[src/rtl/fetch_queue.sv]
// fetch_queue: in-order instruction buffer between fetch and id_stage.
// A circular FIFO of {pc, instr} pairs with valid/ready handshakes on both
// sides and a synchronous flush for branch/exception redirects.
// Optional feature: define FETCH_QUEUE_BYPASS_EN to forward an incoming
// pair straight to decode when the queue is empty (zero-cycle latency).
module fetch_queue #(
  parameter int DEPTH = 8,
  parameter int XLEN  = 32
) (
  input  logic                     clk,
  input  logic                     reset,
  input  logic                     flush,
  input  logic                     enq_valid,
  output logic                     enq_ready,
  input  logic [XLEN-1:0]          enq_pc,
  input  logic [XLEN-1:0]          enq_instr,
  output logic                     deq_valid,
  input  logic                     deq_ready,
  output logic [XLEN-1:0]          deq_pc,
  output logic [XLEN-1:0]          deq_instr,
  output logic [$clog2(DEPTH):0]   count
);

  localparam int AW = $clog2(DEPTH);

  // Pointers carry one extra wrap bit above the index so full and empty
  // can be told apart when the indices match.
  logic [AW:0]     rd_ptr;
  logic [AW:0]     wr_ptr;
  logic [AW:0]     count_q;
  logic [XLEN-1:0] pc_mem    [DEPTH];
  logic [XLEN-1:0] instr_mem [DEPTH];

  logic empty;
  logic full;
  logic stored_valid;
  logic bypass_active;
  logic bypass_take;
  logic do_enq;
  logic do_deq;

  assign empty        = (rd_ptr == wr_ptr);
  assign full         = (rd_ptr[AW-1:0] == wr_ptr[AW-1:0]) && (rd_ptr[AW] != wr_ptr[AW]);
  assign stored_valid = !empty;
  assign enq_ready    = !full;
  assign count        = count_q;

`ifdef FETCH_QUEUE_BYPASS_EN
  // An empty queue forwards the offered pair to decode in the same cycle;
  // if decode takes it, it is never written so the pointers stay put.
  assign bypass_active = empty && enq_valid && !flush && !reset;
  assign bypass_take   = bypass_active && deq_ready;
`else
  assign bypass_active = 1'b0;
  assign bypass_take   = 1'b0;
`endif

  // Flush wins over both handshakes; a full queue refuses new pairs even
  // when decode frees a slot in the same cycle.
  assign do_enq = enq_valid && !full && !flush && !bypass_take;
  assign do_deq = stored_valid && deq_ready && !flush;

  // Head presentation: stored entry first, then bypassed pair, else zeros.
  always_comb begin
    deq_valid = 1'b0;
    deq_pc    = '0;
    deq_instr = '0;
    if (stored_valid) begin
      deq_valid = 1'b1;
      deq_pc    = pc_mem[rd_ptr[AW-1:0]];
      deq_instr = instr_mem[rd_ptr[AW-1:0]];
    end else if (bypass_active) begin
      deq_valid = 1'b1;
      deq_pc    = enq_pc;
      deq_instr = enq_instr;
    end
  end

  // Pointer and occupancy registers; flush returns everything to zero.
  always_ff @(posedge clk or posedge reset) begin
    if (reset) begin
      rd_ptr  <= '0;
      wr_ptr  <= '0;
      count_q <= '0;
    end else if (flush) begin
      rd_ptr  <= '0;
      wr_ptr  <= '0;
      count_q <= '0;
    end else begin
      if (do_enq) begin
        wr_ptr <= wr_ptr + 1'b1;
      end
      if (do_deq) begin
        rd_ptr <= rd_ptr + 1'b1;
      end
      case ({do_enq, do_deq})
        2'b10:   count_q <= count_q + 1'b1;
        2'b01:   count_q <= count_q - 1'b1;
        default: count_q <= count_q;
      endcase
    end
  end

  // Storage write; contents are left unreset since validity is tracked by the pointers.
  always_ff @(posedge clk) begin
    if (do_enq) begin
      pc_mem[wr_ptr[AW-1:0]]    <= enq_pc;
      instr_mem[wr_ptr[AW-1:0]] <= enq_instr;
    end
  end

endmodule

[config.mk]
export PLATFORM = sky130hd
export DESIGN_NAME = fetch_queue
export DESIGN_NICKNAME = d
export VERILOG_FILES = /design/src/rtl/fetch_queue.sv
export SDC_FILE = /design/constraint.sdc
export NUM_CORES = 1
export LEC_CHECK = 0
export ABC_AREA = 1
export CORE_UTILIZATION = 53
export DETAILED_ROUTE_END_ITERATION = 10
export HOLD_SLACK_MARGIN = 0.06
export MAX_ROUTING_LAYER = met4
export PLACE_DENSITY = 0.82
export SLEW_MARGIN = 0
export SYNTH_ARGS = -nofsm -noshare
export SYNTH_HDL_FRONTEND = slang
export SYNTH_SLANG_ARGS = --single-unit
[constraint.sdc]
create_clock -name clk -period 6.1 [get_ports clk]
set_input_delay 0.61 -clock clk [delete_from_list [all_inputs] [get_ports clk]]
set_output_delay 0.61 -clock clk [all_outputs]
set_load 0.05 [all_outputs]
==> results of run 1 <==
==> path summary, 6_finish.rpt <==
| check | endpoint | slack (ps) | cells past startpoint |
|---|---|---|---|
| worst min register to register | count[2] | 540 | 2 |
| worst max register to register | instr_mem[2][8] | 2250 | 10 |
| max in group asynchronous | rd_ptr[1] | 5320 | 2 |
| worst max-delay path | deq_pc[1] | 1190 | 9 |
| min in group clk | count[2] | 540 | 2 |
| worst min-delay path | wr_ptr[0] | 400 | 2 |
==> power breakdown <==
part	total [mW]	internal, mW	switching [mW]
clock	2.87	1.63	1.24
sequential	4.05	4.01	0.0418
combinational	1.57	0.465	1.10
total	8.49	6.11	2.38
==> cells in the mapped netlist (all sizes together) <==
master,n,area (um2)
nand2,42,183
dfrtp,12,300
clkbuf,63,236
o22ai,64,400
o21ai,330,1650
nor3,4,20.0
a31oi,64,400
a21oi,4,20.0
nand3,5,30.0
nand4,3,18.8
nand3b,1,7.51
inv,24,92.6
ha,4,50.1
edfxtp,512,15400
buf,44,230
nor2,393,1510
o21a,2,15.0
xnor2,1,8.76
==> kinds of logic (layout without fill, tap and decap cells) <==
group / Yosys count / after routing
and+or+nand+nor: 448 / 448
AOI/OAI and AO/OA: 464 / 464
xor gates and xnor gates: 1 / 1
adders and majority gates: 4 / 4
buffers and inverters: 131 / 273
other: 0 / 3
DFF: 524 / 524
==> routing by layer <==
| layer | track usage, % | wire length [um] |
|---|---|---|
| met1 | 31.2 | 18200 |
| met5 | - | 0 |
| met3 | 4.59 | 3980 |
| met4 | 8.29 | 1030 |
| met2 | 38.4 | 22900 |
==> sequential cells by signal, summed over array words and instances (netlist names) <==
register,flops
rd_ptr,4
wr_ptr,4
count,4
pc_mem,256
instr_mem,256
==> worst register-to-register path, delay by kind of cell (launching register included) <==
family	cells	cell delay (ps)
simple gates	8	1190
flops	1	800
buf+inv	2	1430
==> stage by stage <==
stage	setup TNS, ps	instance area (um2)	hold slack [ps]	setup WS [ps]	util (%)
floorplan	-27070	20600	475	-141	-
global placement	0	22400	518	1880	59.1
detailed placement	0	22400	545	1820	59.1
CTS	0	23900	416	1210	63.0
global route	0	23900	445	1010	63.1
finish	0	23900	404	1190	63.1
==> layout make-up <==
cell class                 count  area (um2)
inverter                      24         100
sequential                   524       15700
fill                        2720       14000
timing repair buffer         161        1620
multi-input combinational    917        4370
tap                          511         639
clock inverter                17         101
antenna                        3        7.51
clock buffer                  71        1400
==> cell usage in the layout, fill, tap and decap left out, drive strengths merged <==
master / count
ha: 4
xnor2: 1
bufinv: 1
nand3b: 1
o22ai: 64
clkdlybuf4s50: 138
clkinv: 16
nand3: 5
dfrtp: 12
o21a: 2
nand2: 42
o21ai: 330
inv: 24
clkbuf: 71
buf: 23
nor2: 393
nor3: 4
a31oi: 64
edfxtp: 512
nand4: 3
diode: 3
a21oi: 4
==> metrics.cfg, run 1 <==
[outcome]
status=finished, final reports clean

[synth]
synth_seq_cells=524
synth_nets=1645
synth_mux_area_share_pct=0
netlist_area_um2=20500
ys_warn_count=0
synth_cells=1572
postSynthAreaPerCell_um2=13.1
synth_cell_types=29
synthAdderAreaFrac_pct=0.244
yosys.area_share.simple_pct=8.59
yosysSeqAreaShare_pct=76.3
synth_compound_area_share_pct=12.1
synthXorXnorAreaFrac_pct=0.0426
synth_top_family_by_area=compound AO/OA/AOI/OAI gates

[clock_network]
cts_resized=0
cts_tree=built
htreeDepth=2
cts_root_buffer=clkbuf_16
clk_pin_slew_ps=60
insertion_delay_ps=560
hold_buffers=0
clk_path_buf_depth=3
cts_buffers=50
cts_sinks=524
post_cts_buffers=0

[critical_path]
critPathLaunchType=flip-flop
slowest_stage=clkdlybuf4s50_1
path_buf_inv=3
arrival_ps=4300
critical_path_class=reg2out
cp.required_ps=5490
r2r_start=rd_ptr[1]
startpoint=rd_ptr[1]
cp_cell_sequence=inv_4 -> nand2_1 -> nand2_1 -> nor2_4 -> nand2_2 -> buf_4 -> o21ai_0 -> a31oi_1 -> clkdlybuf4s50_1
cpPeakStageDelay_ps=890
cpMostUsedCell=nand2_1
crit_family=buffers and inverters
crit_path_end_kind=output pin
crit_fanout=69

[place]
port_buffers=138
place_hpwl_mm=23.8
placed_cells=2137
routabilityCongestion=0.781

[routing]
drc=0
first_pass_iters=5
wl_per_cell_um=20.7
ant_nets=0
drt_iter0_drc=1557
vias_per_cell=5.91
vias=13200
drt-total-wl_mm=46.0

[die]
ios=139
chipWidth_um=199
fp.coreArea_um2=37900
initial_core_util_pct=54.2
rows=71
die_y_um=199
die_area_um2=39600

[grt]
gr-total-overflow=0
antenna_found_initial=3
grt_max_degree=145
grt_pass1_vias=13000
track_usage_pct=24.1
grt_pass1_wl_mm=70.7

[cells_and_area]
syn2layout_area_growth_pct=16.4
final_nets=1751
fin_cells=2228
layout-drive-gt1-share_pct=6.42

[timing]
min_period_ps=4910
period_share_pct=80.5
skew_ps=21.9
rsz0062_at_grt=no
slew_violations=0
setup_viol=0
relSlewSlack_pct=25.7
hold_violations=0
max_freq_mhz=204
worst_pin_slew_ps=1120

[pwr]
ir_worst_vdd_v=0.000269
p_total_mw=8.49
p_leak_nw=7.83
powerDensity_nw_per_um2=355

[hold_path]
hold_path.class=in2async

[flow_run]
cap_violations=0

No activity file was read; power rests on OpenSTA's default activity.
==> run 2, diff against run 1 <==
- CORE_UTILIZATION: 53 -> 59
- PLACE_DENSITY: 0.82 -> 0.86
- clock period: 6.1 -> 4.65 ns (I/O delays scaled with it)
==> run 2 against run 1 <==
Against the previous run: combinational power up 30%; sequential cell count unchanged; sequential share of layout area up 0.34 points; setup slack worse by 700 ps; critical endpoint is now deq_pc[13].
==> metrics.cfg, run 2 (synthesis gave the netlist of run 1 again) <==
[outcome]
status=finished, final reports clean  ; unchanged

[grt]
grt_pass1_wl_mm=70.6  ; was 70.7 mm
antenna_found_initial=3  ; unchanged
grt_max_degree=189  ; was 145
gr-total-overflow=0  ; unchanged
track_usage_pct=26.6  ; was 24.1%
grt_pass1_vias=13200  ; was 13000

[critical_path]
crit_path_end_kind=output pin  ; unchanged
critical_path_class=reg2out  ; unchanged
cpPeakStageDelay_ps=740  ; was 890 ps
cp.required_ps=4180  ; was 5490 ps
cp_cell_sequence=buf_12 -> buf_4 -> o21ai_0 -> o22ai_1 -> o21ai_0 -> a31oi_1 -> buf_4  ; was inv_4 -> nand2_1 -> nand2_1 -> nor2_4 -> nand2_2 -> buf_4 -> o21ai_0 -> a31oi_1 -> clkdlybuf4s50_1
critPathLaunchType=flip-flop  ; unchanged
slowest_stage=buf_4  ; was clkdlybuf4s50_1
arrival_ps=3700  ; was 4300 ps
crit_fanout=188  ; was 69
path_buf_inv=3  ; unchanged
rrSetupSlack_ps=1470  ; was 2250 ps
crit_family=buffers and inverters  ; unchanged

[routing]
wl_per_cell_um=21.2  ; was 20.7 um
highest_layer=met4  ; unchanged
ant_nets=0  ; unchanged
first_pass_iters=5  ; unchanged
drc=0  ; unchanged
vias_per_cell=6.11  ; was 5.91
wl_met3_mm=3.75  ; was 3.98 mm
drt-total-wl_mm=46.1  ; was 46.0 mm
met2_length_mm=23.0  ; was 22.9 mm
vias=13300  ; was 13200
wl_met1_mm=18.1  ; was 18.2 mm
drt_iter0_drc=1543  ; was 1557

[clock_network]
cts_sinks=524  ; unchanged
post_cts_buffers=0  ; unchanged
cts_resized=0  ; unchanged
htreeDepth=2  ; unchanged
hold_buffers=0  ; unchanged
cts_root_buffer=clkbuf_16  ; unchanged
insertion_delay_ps=580  ; was 560 ps
clk_path_buf_depth=3  ; unchanged
cts_tree=built  ; unchanged
cts_buffers=50  ; unchanged
clk_pin_slew_ps=60  ; about the same

[flow_run]
cap_violations=0  ; unchanged

[hold_path]
hold_path.class=in2async  ; unchanged

[timing]
max_freq_mhz=240
setup_ws_ps=484  ; was 1190 ps
min_period_ps=4170
setup_viol=0  ; unchanged
worst_pin_slew_ps=1050  ; was 1120 ps
relSlewSlack_pct=30.0  ; was 25.7%
slew_violations=0  ; unchanged
period_share_pct=89.6
rsz0062_at_grt=no  ; unchanged
skew_ps=24.3  ; was 21.9 ps
hold_violations=0  ; unchanged

[place]
routabilityCongestion=0.773  ; was 0.781
port_buffers=138  ; unchanged
place_hpwl_mm=23.8  ; about the same
pre_cts_ws_ps=1120  ; was 1820 ps

[cells_and_area]
utilization_pct=70.3  ; was 63.1%
final_common_cell=edfxtp_1  ; unchanged
final_nets=1754  ; was 1751
layout_common_cells=512 x edfxtp_1, 386 x nor2_1, 286 x o21ai_0, 81 x clkdlybuf4s50_1, 78 x buf_4  ; was 512 x edfxtp_1, 386 x nor2_1, 286 x o21ai_0, 138 x clkdlybuf4s50_1
syn2layout_area_growth_pct=15.8  ; was 16.4%
fillCellCount=2149  ; was 2720
layout-drive-gt1-share_pct=10.3  ; was 6.42%

[die]
chipWidth_um=189  ; was 199 um
die_area_um2=35600  ; was 39600 um2
die_y_um=189  ; was 199 um
ios=139  ; unchanged
initial_core_util_pct=60.7  ; was 54.2%
rows=67  ; was 71
fp.coreArea_um2=33900  ; was 37900 um2

[pwr]
p_leak_nw=7.98  ; was 7.83 nW
powerDensity_nw_per_um2=473  ; was 355 nW/um2
ir_worst_vdd_v=0.000291  ; was 0.000269 V

==> run 2: cell count changes in the layout (fill, tap and decap cells not counted) <==
cell	before	now
buf_4	18	78
clkdlybuf4s50_1	138	81
clkbuf_1	17	7
clkinv_1	10	16
clkinv_2	5	9
bufinv_16	1	4
clkbuf_16	53	51
clkinvlp_4	0	2
clkbuf_8	1	0
inv_16	0	1
inv_6	1	2
==> run 2: layout make-up <==
cell class,count,area (um2),area share (%)
Sequential cell,524,15700,65.9
Multi-Input combinational cell,917,4370,18.4
Timing Repair Buffer,164,1500,6.29
Clock buffer,58,1300,5.47
Tap cell,448,561,2.36
Clock inverter,34,278,1.17
Inverter,24,100,0.421
Antenna cell,3,7.51,0.0315
==> run 2: through the flow <==
stage               hold WS [ps]  TNS (ps)  power (mW)  instance area (um2)  cells
global placement             513         0        7.36                22200   2077
detailed placement           529         0        7.42                22200   2077
finish                       238         0        11.2                23800   2172
CTS                          235         0        11.3                23800   2169
global route                 296         0        11.6                23800   2172
floorplan                    330   -305470        6.77                20600   1572
==> run 2: routing by layer <==
metal | GRT usage, % | up-vias
met4 | 10.2 | 0
met1 | 33.6 | 6470
met3 | 4.71 | 109
li1 | - | 6005
met2 | 43.1 | 690
met5 | - | -
==> run 2: worst paths after layout <==
| check | startpoint | end | cells past startpoint |
|---|---|---|---|
| min in group clk | count[0] | count[0] | 1 |
| worst max register to register | rd_ptr[1] | pc_mem[6][26] | 9 |
| worst min register to register | count[0] | count[0] | 1 |
| max in group asynchronous | reset | rd_ptr[1] | 2 |
| worst max-delay path | rd_ptr[0] | deq_pc[13] | 7 |
| worst min-delay path | reset | count[2] | 2 |
==> run 2: worst reg2reg max path, cell delays in order (launching register included) <==
cell	delay, ps
dfrtp_4	940
nand2_1	120
nand2_1	130
nor2_4	50
nand3_2	80
nand2_4	80
nor2_1	190
nand2_1	300
nor3_4	210
buf_4	680
==> run 2: power by group <==
group | switching, mW | internal, mW
registers | 0.0421 | 5.26
clock network | 1.67 | 2.23
logic | 1.47 | 0.567
